===== config.mk =====
export PLATFORM = sky130hd
export DESIGN_NAME = csr_wr_unit
export DESIGN_NICKNAME = d
export VERILOG_FILES = /design/src/rtl/csr_wr_unit.sv
export SDC_FILE = /design/constraint.sdc
export NUM_CORES = 1
export LEC_CHECK = 0
export ABC_AREA = 1
export BUFFER_PORTS_ARGS = -buffer_cell sky130_fd_sc_hd__buf_4
export CAP_MARGIN = 5
export CORE_ASPECT_RATIO = 1.2
export CORE_UTILIZATION = 57
export DETAILED_ROUTE_END_ITERATION = 10
export GPL_TIMING_DRIVEN = 0
export PLACE_DENSITY = 0.78
export SYNTH_ARGS = -nofsm -noshare
export SYNTH_HDL_FRONTEND = slang
export SYNTH_SLANG_ARGS = --single-unit

===== constraint.sdc =====
create_clock -name clk -period 1.8 [get_ports clk]
set_input_delay 0.09 -clock clk [delete_from_list [all_inputs] [get_ports clk]]
set_output_delay 0.09 -clock clk [all_outputs]
set_load 0.05 [all_outputs]

===== src/rtl/csr_wr_unit.sv =====
// Write side of the machine-mode CSR file: executes Zicsr read-modify-write
// requests in a three-state IDLE/READ/WRITE sequence and owns mcycle/minstret.
module csr_wr_unit #(
    parameter logic [31:0] HART_ID     = 32'h0000_0000,
    parameter logic [31:0] MTVEC_RESET = 32'h0000_0000
) (
    input  logic        clk,
    input  logic        rst_n,
    input  logic        req_valid,
    output logic        req_ready,
    input  logic [2:0]  funct3,
    input  logic [11:0] csr_adr,
    input  logic [31:0] src,
    input  logic        src_is_zero_reg,
    input  logic        retire,
    output logic        rsp_valid,
    output logic [31:0] rd_val,
    output logic        illegal,
    output logic [1:0]  dbg_state
);

    // Handshake: a request transfers on a rising edge where req_valid && req_ready;
    // the requester holds it stable until then. rsp_valid is a one-cycle pulse
    // with no back-pressure; rd_val/illegal hold until the next pulse.
    typedef enum logic [1:0] {
        IDLE  = 2'd0,
        READ  = 2'd1,
        WRITE = 2'd2
    } state_e;

    state_e      state_q, state_d;
    logic [2:0]  funct3_q, funct3_d;
    logic [11:0] adr_q, adr_d;
    logic [31:0] src_q, src_d;
    logic        zero_q, zero_d;
    logic [31:0] rd_val_q, rd_val_d;
    logic        illegal_q, illegal_d;
    logic        wen_q, wen_d;

    logic [31:0] mstatus_q, mstatus_d;
    logic [31:0] mtvec_q, mtvec_d;
    logic [31:0] mscratch_q, mscratch_d;
    logic [31:0] mepc_q, mepc_d;
    logic [31:0] mcause_q, mcause_d;
    logic [63:0] mcycle_q, mcycle_d;
    logic [63:0] minstret_q, minstret_d;

    logic [31:0] rdata;
    logic        mapped;
    logic        bad_funct3;
    logic        wants_write;
    logic        fault;
    logic [31:0] new_val;

    always_comb begin
        rdata  = 32'h0;
        mapped = 1'b1;
        case (adr_q)
            12'h300:          rdata = mstatus_q;
            12'h305:          rdata = mtvec_q;
            12'h340:          rdata = mscratch_q;
            12'h341:          rdata = mepc_q;
            12'h342:          rdata = mcause_q;
            12'hB00, 12'hC00: rdata = mcycle_q[31:0];
            12'hB80, 12'hC80: rdata = mcycle_q[63:32];
            12'hB02, 12'hC02: rdata = minstret_q[31:0];
            12'hB82, 12'hC82: rdata = minstret_q[63:32];
            12'hF14:          rdata = HART_ID;
            default:          mapped = 1'b0;
        endcase
    end

    // RS/RC forms with a zero source are pure reads, so they may target read-only CSRs.
    always_comb begin
        bad_funct3  = (funct3_q == 3'b000) || (funct3_q == 3'b100);
        wants_write = (funct3_q == 3'b001) || (funct3_q == 3'b101) || !zero_q;
        fault       = !mapped || bad_funct3 || (wants_write && (adr_q[11:10] == 2'b11));
    end

    always_comb begin
        case (funct3_q)
            3'b001, 3'b101: new_val = src_q;
            3'b010, 3'b110: new_val = rd_val_q | src_q;
            3'b011, 3'b111: new_val = rd_val_q & ~src_q;
            default:        new_val = rd_val_q;
        endcase
    end

    always_comb begin
        state_d     = state_q;
        funct3_d    = funct3_q;
        adr_d       = adr_q;
        src_d       = src_q;
        zero_d      = zero_q;
        rd_val_d    = rd_val_q;
        illegal_d   = illegal_q;
        wen_d       = wen_q;
        mstatus_d   = mstatus_q;
        mtvec_d     = mtvec_q;
        mscratch_d  = mscratch_q;
        mepc_d      = mepc_q;
        mcause_d    = mcause_q;
        mcycle_d    = mcycle_q + 64'd1;
        minstret_d  = minstret_q + {63'd0, retire};
        req_ready   = 1'b0;
        rsp_valid   = 1'b0;

        case (state_q)
            IDLE: begin
                req_ready = 1'b1;
                if (req_valid) begin
                    funct3_d = funct3;
                    adr_d    = csr_adr;
                    src_d    = src;
                    zero_d   = src_is_zero_reg;
                    state_d  = READ;
                end
            end
            READ: begin
                rd_val_d  = fault ? 32'h0 : rdata;
                illegal_d = fault;
                wen_d     = wants_write && !fault;
                state_d   = WRITE;
            end
            WRITE: begin
                rsp_valid = 1'b1;
                state_d   = IDLE;
                if (wen_q) begin
                    // A counter write replaces that cycle's increment/retire.
                    case (adr_q)
                        12'h300: mstatus_d  = new_val & 32'h0000_0088;
                        12'h305: mtvec_d    = {new_val[31:2], 2'b00};
                        12'h340: mscratch_d = new_val;
                        12'h341: mepc_d     = {new_val[31:2], 2'b00};
                        12'h342: mcause_d   = new_val;
                        12'hB00: mcycle_d   = {mcycle_q[63:32], new_val};
                        12'hB80: mcycle_d   = {new_val, mcycle_q[31:0]};
                        12'hB02: minstret_d = {minstret_q[63:32], new_val};
                        12'hB82: minstret_d = {new_val, minstret_q[31:0]};
                        default: ;
                    endcase
                end
            end
            default: state_d = IDLE;
        endcase
    end

    always_ff @(posedge clk or negedge rst_n) begin
        if (!rst_n) begin
            state_q    <= IDLE;
            funct3_q   <= 3'b000;
            adr_q      <= 12'h000;
            src_q      <= 32'h0;
            zero_q     <= 1'b0;
            rd_val_q   <= 32'h0;
            illegal_q  <= 1'b0;
            wen_q      <= 1'b0;
            mstatus_q  <= 32'h0;
            mtvec_q    <= MTVEC_RESET;
            mscratch_q <= 32'h0;
            mepc_q     <= 32'h0;
            mcause_q   <= 32'h0;
            mcycle_q   <= 64'h0;
            minstret_q <= 64'h0;
        end else begin
            state_q    <= state_d;
            funct3_q   <= funct3_d;
            adr_q      <= adr_d;
            src_q      <= src_d;
            zero_q     <= zero_d;
            rd_val_q   <= rd_val_d;
            illegal_q  <= illegal_d;
            wen_q      <= wen_d;
            mstatus_q  <= mstatus_d;
            mtvec_q    <= mtvec_d;
            mscratch_q <= mscratch_d;
            mepc_q     <= mepc_d;
            mcause_q   <= mcause_d;
            mcycle_q   <= mcycle_d;
            minstret_q <= minstret_d;
        end
    end

    assign rd_val    = rd_val_q;
    assign illegal   = illegal_q;
    assign dbg_state = state_q;

endmodule


==> run_results.csv, run 1 <==
group,metric,value,unit
run_status,outcome,"stopped before the end",
run_status,haltStage,"global routing",
run_status,firstError,"[ERROR GRT-0232] Routing congestion too high. Check the congestion heatmap in the GUI.",
place,place.gp.congestion,1.09,
place,io_buffers,87,
yosys,yosysUniqueCellTypes,48,
clock_network,clk_path_buf_depth,3,
place,place_inst,3439,
floorplanning,rows,74,
global_routing,grt_overflow,223,
yosys,synth_top_cell_area_share,0.423,
yosys,synth_ff_type,"dfrtp_1",
floorplanning,die_w,173,µm
place,dp_hpwl,67000,µm
global_routing,grt_use_total,0.826,
global_routing,grt_max_degree,127,
yosys,syn_inst,2892,
clock_network,htreeDepth,2,
yosys,netlist_top_cells_count,"1,011 x nand2_1, 337 x dfrtp_1, 296 x inv_1",
floorplanning,start_util,0.583,
yosys,synth_top_cell_by_area,"dfrtp_1",
yosys,avgSynthCellArea,6.90,µm²
yosys,yosys_warnings,0,
floorplanning,io_pins,89,
clock_network,cts_made_buffers,38,
yosys,ys_top_cells_by_area,"dfrtp_1 42%, nand2_1 19%, o21ai_0 6.6%, inv_1 5.6%, nor2_1 5.3%",
yosys,seq_area_frac_synth,0.423,
yosys,synth-edff-count,0,
yosys,syn_nets,2947,
yosys,synth_most_common_cell,"nand2_1",
yosys,synth-seq-cells,337,
floorplanning,die_height,207,µm
yosys,synthArstFlopShare,1.00,
yosys,netlist_area,20000,µm²
clock_network,clock_sinks,337,
clock_network,cts-root-buf,"clkbuf_16",
[cells by family after synthesis]
| family | share of synthesized area |
|---|---|
| flops | 0.423 |
| mux | 0.000564 |
| compound gates | 0.141 |
| fa+ha+maj | 0.00188 |
| buf+inv | 0.0864 |
| simple gates | 0.323 |
| xor+xnor | 0.0255 |
[timing repair]
item                                    in CTS
hold endpoints to repair                   146
endpoints found under the setup margin     300
resized for setup                          791
pin swaps                                  145
cloned                                      24
hold buffers                                50
buffers inserted                           139
[metal layers]
layer  overflow  global-route usage
met2        129               0.967
met3         10               0.712
met5          1               0.422
met1         10               0.808
met4         73               0.856
[stage by stage]
step | util | setup WS, ns | cell area (µm²)
after CTS | 0.812 | -0.206 | 27800
after detailed placement | 0.630 | -1.44 | 21600
after global placement | 0.627 | -2.90 | 21500
after floorplan | - | -0.138 | 20300
==> run 2: changes to the inputs <==
CORE_ASPECT_RATIO = not set   (was 1.2)
CORE_UTILIZATION = 40   (was 57)
PLACE_DENSITY = not set   (was 0.78)
PLACE_DENSITY_LB_ADDON = 0.15   (was not set)
clock period = 2.3 ns   (was 1.8 ns; I/O delays follow)
==> run 2 against run 1 <==
Against the previous run: the flow now finishes, with violations (setup timing); synthesized cell count did not move; area after synthesis did not move.
==> run_results.csv, run 2 <==
group,metric,value,unit
min_path,hold_path.class,"input pin to asynchronous set/reset pin",
place,io_buffers,87,
final_layout,reg_top3,"mcycle_q x64, minstret_q x64",
yosys,ys_top_cells_by_area,"dfrtp_1 42%, nand2_1 19%, o21ai_0 6.6%, inv_1 5.6%, nor2_1 5.3%",
final_layout,multi_input_area,10800,µm²
drt,finalWirelength,99000,µm
timing,skew,0.0442,ns
yosys,netlist_top_cells_count,"1,011 x nand2_1, 337 x dfrtp_1, 296 x inv_1",
place,dp_hpwl,75800,µm
final_layout,final_cell_area,25000,µm²
yosys,yosys_warnings,0,
clock_network,clk_path_buf_depth,3,
final_layout,final-seq-area,8440,µm²
job,drv_cap,0,
timing,fmax,0.433,GHz
floorplanning,start_util,0.407,
floorplanning,die_height,225,µm
final_layout,fin_cells,3813,
yosys,synth-edff-count,0,
final_layout,fillers,4979,
place,place_area,21600,µm²
drt,dr.first_iter.drc_count,3033,
drt,drc,0,
critical_path,required,2.78,ns
clock_network,clk_pin_slew_worst_paths,0.06,ns
final_layout,layout_common_cells,"964 x nand2_1, 329 x dfrtp_1, 280 x inv_1",
power,leakagePower,0.0120,µW
clock_network,clock_sinks,337,
floorplanning,io_pins,89,
yosys,netlist_area,20000,µm²
critical_path,cp.arrival,2.80,ns
global_routing,grt_max_degree,110,
timing,min_period,2.31,ns
global_routing,grt_pass1_wl,143000,µm
timing,setup-violations-final,1,
drt,viasPerCell,5.75,
timing,tightest_slew,0.783,ns
yosys,synth_most_common_cell,"nand2_1",
critical_path,critPathMaxFanout,10,
yosys,avgSynthCellArea,6.90,µm²
final_layout,layout_commonest_cell,"nand2_1",
clock_network,cts_made_buffers,42,
critical_path,critPathKind,"flop to flop",
global_routing,antenna_found_initial,5,
critical_path,cp-end-kind,"flop",
final_layout,syn2layout_area_growth,25.4,%
place,place.gp.congestion,1.02,
yosys,syn_inst,2892,
place,place_inst,3649,
timing,setup_slack,-0.0113,ns
yosys,synth_top_cell_area_share,0.423,
clock_network,cts-root-buf,"clkbuf_16",
timing,min_period_over_period,1.00,
drt,drtAntennaViolNets,0,
power,cellPowerDensity,655,nW/µm²
yosys,yosysUniqueCellTypes,48,
timing,rsz0062_at_grt,"yes",
yosys,synth_top_cell_by_area,"dfrtp_1",
final_layout,drive_above_1_share,0.153,
global_routing,first_global_vias,20665,
yosys,synth_ff_type,"dfrtp_1",
run_status,outcome,"finished, violations left",
global_routing,grt_overflow,0,
place,dp_slack,-1.11,ns
yosys,seq_area_frac_synth,0.423,
critical_path,setup.worst_path.start,"dbg_state[1]$_DFFE_PN0P_",
final_layout,utilization,0.510,
critical_path,startpoint_type,"flop",
clock_network,htreeDepth,2,
drt,detail_route.wl_per_cell,26.0,µm
floorplanning,dieArea,50800,µm²
yosys,syn_nets,2947,
timing,maxSlewHeadroom,0.478,
final_layout,finalNetCount,3170,
drt,drt-pass1-iter-count,6,
floorplanning,die_w,225,µm
floorplanning,rows,81,
yosys,synthArstFlopShare,1.00,
clock_network,cts_tree,"done",
floorplanning,coreArea,49100,µm²
timing,slew_viol_final,0,
yosys,synth-seq-cells,337,
run_status,violations,"setup timing",
global_routing,grt_use_total,0.392,
timing,final_hold_viol_count,0,
power,p_total,16400,µW
drt,vias,21913,
critical_path,timing.rr.start,"dbg_state[1]$_DFFE_PN0P_",
clock_network,insertion_delay,0.62,ns
power,ir_drop,0.672,mV
==> run 2: cell counts after synthesis <==
No cell type changed its count.
==> run 2: area by class of cell <==
cell class | count | area share
diodes | 1 | 0.000100
plain buffers | 122 | 0.0290
clock buffers | 61 | 0.0489
clock inverters | 16 | 0.00775
inverters | 311 | 0.0486
multi-input cells | 2119 | 0.431
flip-flops and latches | 337 | 0.337
well taps | 664 | 0.0332
repair buffers | 182 | 0.0643
==> run 2: routing by layer <==
metal | routed length (µm) | GRT usage | up-vias
li1 | - | - | 9812
met1 | 40100 | 0.528 | 10540
met2 | 41600 | 0.570 | 1306
met3 | 10800 | 0.0884 | 251
met4 | 6540 | 0.238 | 4
met5 | 20 | 0 | -
==> run 2: final timing paths <==
check                                              to  slack (ns)  cells past startpoint
setup / recovery             mcycle_q[53]$_DFFE_PN0P_       -0.01                     10
hold / removal             minstret_q[10]$_DFFE_PN0P_        0.08                      2
setup reg to reg             mcycle_q[53]$_DFFE_PN0P_       -0.01                     10
hold reg to reg               mtvec_q[30]$_DFFE_PN0P_        0.48                      2
max in group asynchronous    dbg_state[1]$_DFFE_PN0P_        0.88                      4
min in group clk             dbg_state[0]$_DFFE_PN0P_        0.15                      3
==> run 2: metrics by stage <==
step / hold WS, ns / setup TNS [ns]
after floorplan: -0.181 / 0
after global placement: 0.312 / -885.21
after detailed placement: 0.0977 / -90.34
after CTS: 0.0573 / -0.0297
after global routing: 0.105 / -0.124
final: 0.0751 / -0.0113
==> run 2: where the power goes <==
group / total [µW] / internal, µW / switching [µW]
clock: 6920 / 3950 / 2970
sequential: 6520 / 6240 / 280
combinational: 2940 / 846 / 2090
total: 16400 / 11000 / 5340
==> run 2: repair_timing <==
action                                 4_1_cts  5_1_grt
gates cloned                                 0        0
setup endpoints to repair                  260      213
pin swaps                                   12       16
resized for setup                          200      155
setup buffers                               14       22
endpoints found under the hold margin      106        0
hold buffers                                53        0
==> run 2: logic make-up after synthesis <==
family          synth area share
compound gates             0.141
xor+xnor                  0.0255
fa+ha+maj                0.00188
buf+inv                   0.0864
flops                      0.423
mux                     0.000564
simple gates               0.323
==> run 2: critical path, cell delays in order, from the launching register on <==
cell        delay [ns]
dfrtp_2           0.42
inv_1             0.11
nor2_4            0.07
nand2_8           0.14
clkinvlp_4        0.19
buf_8             0.21
buf_6             0.20
nand2_4           0.14
clkinvlp_4        0.27
a22oi_2           0.27
o21ai_0           0.12
Power figures use the tool's default switching activity.
==> run 3: changes to the inputs <==
BUFFER_PORTS_ARGS = not set   (was -buffer_cell sky130_fd_sc_hd__buf_4)
CORE_ASPECT_RATIO = 1.4   (was not set)
DONT_BUFFER_PORTS = 1   (was not set)
PLACE_DENSITY_LB_ADDON = 0.2   (was 0.15)
==> run 3 against run 2 <==
Against the previous run: the run ends with hold timing, setup timing left; sequential power up 0.6%; utilization up 1.5 points; register-to-register slack worse by 0.10 ns; first-iteration DRC count down 18%; count of clock-buffer cells in the layout down 8; non-clock buffer count down 51; critical endpoint is now mcycle_q[54]$_DFFE_PN0P_.
==> run_results.csv, run 3 (same netlist as run 2, synthesis figures left out) <==
group,metric,value,unit
critical_path,required,2.78,ns
place,place_inst,3535,
critical_path,cp.arrival,2.89,ns
floorplanning,dieArea,50800,µm²
global_routing,grt_max_degree,338,
drt,detail_route.wl_per_cell,27.8,µm
global_routing,grt_use_total,0.409,
clock_network,clock_sinks,337,
timing,maxSlewHeadroom,0.278,
place,dp_hpwl,77800,µm
final_layout,layout_common_cells,"931 x nand2_1, 324 x dfrtp_1, 276 x inv_1",
clock_network,clk_path_buf_depth,3,
clock_network,cts_hold_buf,49,
drt,drtAntennaViolNets,0,
timing,rsz0062_at_grt,"yes",
final_layout,drive_above_1_share,0.185,
run_status,outcome,"finished, violations left",
final_layout,reg_top3,"mcycle_q x64, minstret_q x64",
floorplanning,die_height,266,µm
timing,fin_tns_setup,-3.78,ns
final_layout,fin_cells,3728,
critical_path,rrSetupSlack,-0.11,ns
floorplanning,start_util,0.406,
global_routing,antenna_found_initial,4,
timing,min_period_over_period,1.05,
timing,slew_viol_final,0,
clock_network,cts_made_buffers,39,
global_routing,first_global_vias,21175,
run_status,violations,"hold timing, setup timing",
drt,dr.first_iter.drc_count,2488,
timing,final_hold_viol_count,337,
power,cellPowerDensity,622,nW/µm²
power,leakagePower,0.0122,µW
timing,whs,-0.763,ns
place,dp_slack,-1.45,ns
job,drv_cap,0,
clock_network,cts-root-buf,"clkbuf_16",
floorplanning,coreArea,49100,µm²
critical_path,slowest_stage,"dfrtp_2",
drt,finalWirelength,104000,µm
critical_path,slowest_delay,0.57,ns
drt,viasPerCell,5.86,
global_routing,met3_usage,0.0865,
critical_path,r2r_end,"mcycle_q[54]$_DFFE_PN0P_",
timing,min_period,2.41,ns
critical_path,startpoint_type,"flop",
clock_network,clk_pin_slew_worst_paths,0.06,ns
clock_network,cts_tree,"done",
clock_network,htreeDepth,2,
global_routing,grt_util_met1,0.477,
timing,tightest_slew,1.08,ns
floorplanning,rows,96,
place,io_buffers,0,
critical_path,critPathKind,"flop to flop",
power,ir_drop,0.727,mV
final_layout,finalNetCount,3116,
final_layout,layout_commonest_cell,"nand2_1",
min_path,hold_path.class,"input pin to asynchronous set/reset pin",
global_routing,grt_pass1_wl,147000,µm
critical_path,critPathMaxFanout,7,
place,place.gp.congestion,1.02,
floorplanning,io_pins,89,
critical_path,cp-end-kind,"flop",
global_routing,busiest_layer,"met2",
critical_path,r2r_cells,13,
critical_path,timing.rr.start,"dbg_state[1]$_DFFE_PN0P_",
floorplanning,die_w,191,µm
global_routing,grt_use_met2,0.665,
timing,setup_slack,-0.115,ns
drt,drt-pass1-iter-count,6,
critical_path,crit_chain,"inv_2, nor2_4, nand2_8, clkinvlp_4, buf_12, buf_12, nand2_8, nand2_8, inv_12, buf_12, clkbuf_16, nand3_2, nand2_1",
timing,skew,0.0168,ns
clock_network,insertion_delay,0.59,ns
final_layout,syn2layout_area_growth,29.3,%
drt,vias,21841,
drt,drc,0,
global_routing,grt_overflow,0,
timing,setup-violations-final,79,
timing,fmax,0.414,GHz
run 3: changes by cell type in the layout (fill, tap and decap cells not counted), sizes merged:
| cell | before | now |
|---|---|---|
| clkbuf | 149 | 116 |
| buf | 163 | 141 |
| inv | 299 | 308 |
| clkinvlp | 12 | 4 |
| dlygate4sd3 | 53 | 49 |
| clkinv | 14 | 11 |
| bufinv | 2 | 4 |
| diode | 1 | 2 |
run 3: worst max-delay path by stage:
| stage | slack (ns) | from | endpoint |
|---|---|---|---|
| floorplan | 0.01 | dbg_state[0]$_DFFE_PN0P_ | adr_q[6]$_DFFE_PN0P_ |
| global placement | -1.61 | funct3_q[1]$_DFFE_PN0P_ | mcycle_q[1]$_DFFE_PN0P_ |
| detailed placement | -1.45 | funct3_q[1]$_DFFE_PN0P_ | mcycle_q[9]$_DFFE_PN0P_ |
| CTS | -0.14 | dbg_state[1]$_DFFE_PN0P_ | mcycle_q[59]$_DFFE_PN0P_ |
| global route | -0.15 | dbg_state[1]$_DFFE_PN0P_ | mcycle_q[56]$_DFFE_PN0P_ |
| finish | -0.11 | dbg_state[1]$_DFFE_PN0P_ | mcycle_q[54]$_DFFE_PN0P_ |
run 3: per-layer routing:
layer | part of all wire | wire length (µm)
met1 | 0.37 | 37800
met4 | 0.085 | 8770
met5 | 0.00023 | 24
met3 | 0.083 | 8610
met2 | 0.47 | 48400
run 3: where the power goes:
part | total (µW) | internal (µW) | leakage, µW | switching [µW]
logic | 2800 | 745 | 0.00720 | 2050
registers | 6560 | 6240 | 0.00432 | 317
clock network | 6700 | 3840 | 0.000656 | 2860
run 3: repair_timing:
item                                    4_1_cts  5_1_grt
pin swaps                                    49       34
cloned                                        9        0
endpoints found under the hold margin       385      337
endpoints found under the setup margin      336      261
gates resized for setup                     462      274
buffers inserted                             44       28
run 3: per-stage QoR:
| stage | utilization | hold slack [ns] | cell area, µm² | power [µW] |
|---|---|---|---|---|
| finish | 0.525 | -0.763 | 25800 | 16100 |
| detailed placement | 0.424 | -0.173 | 20800 | 8740 |
| global placement | 0.423 | -0.172 | 20800 | 8640 |
| floorplan | - | -0.181 | 20000 | 7750 |
| CTS | 0.506 | -0.790 | 24900 | 15800 |
| global route | 0.525 | -0.783 | 25800 | 16500 |
run 3: final cells by class:
type	instances	area [µm²]
clock buffer	53	1100
fill	4831	23300
timing repair buffer	132	1500
tap	637	797
multi-input combinational	2119	11400
antenna	2	5.00
sequential	337	8450
clock inverter	16	228
inverter	311	1250
buffer	121	1050
run 3: worst max-delay path, delay by kind of cell, from the launching register on:
family	cells	cell delay [ns]
simple gates	6	0.83
flops	1	0.57
buf+inv	7	0.88
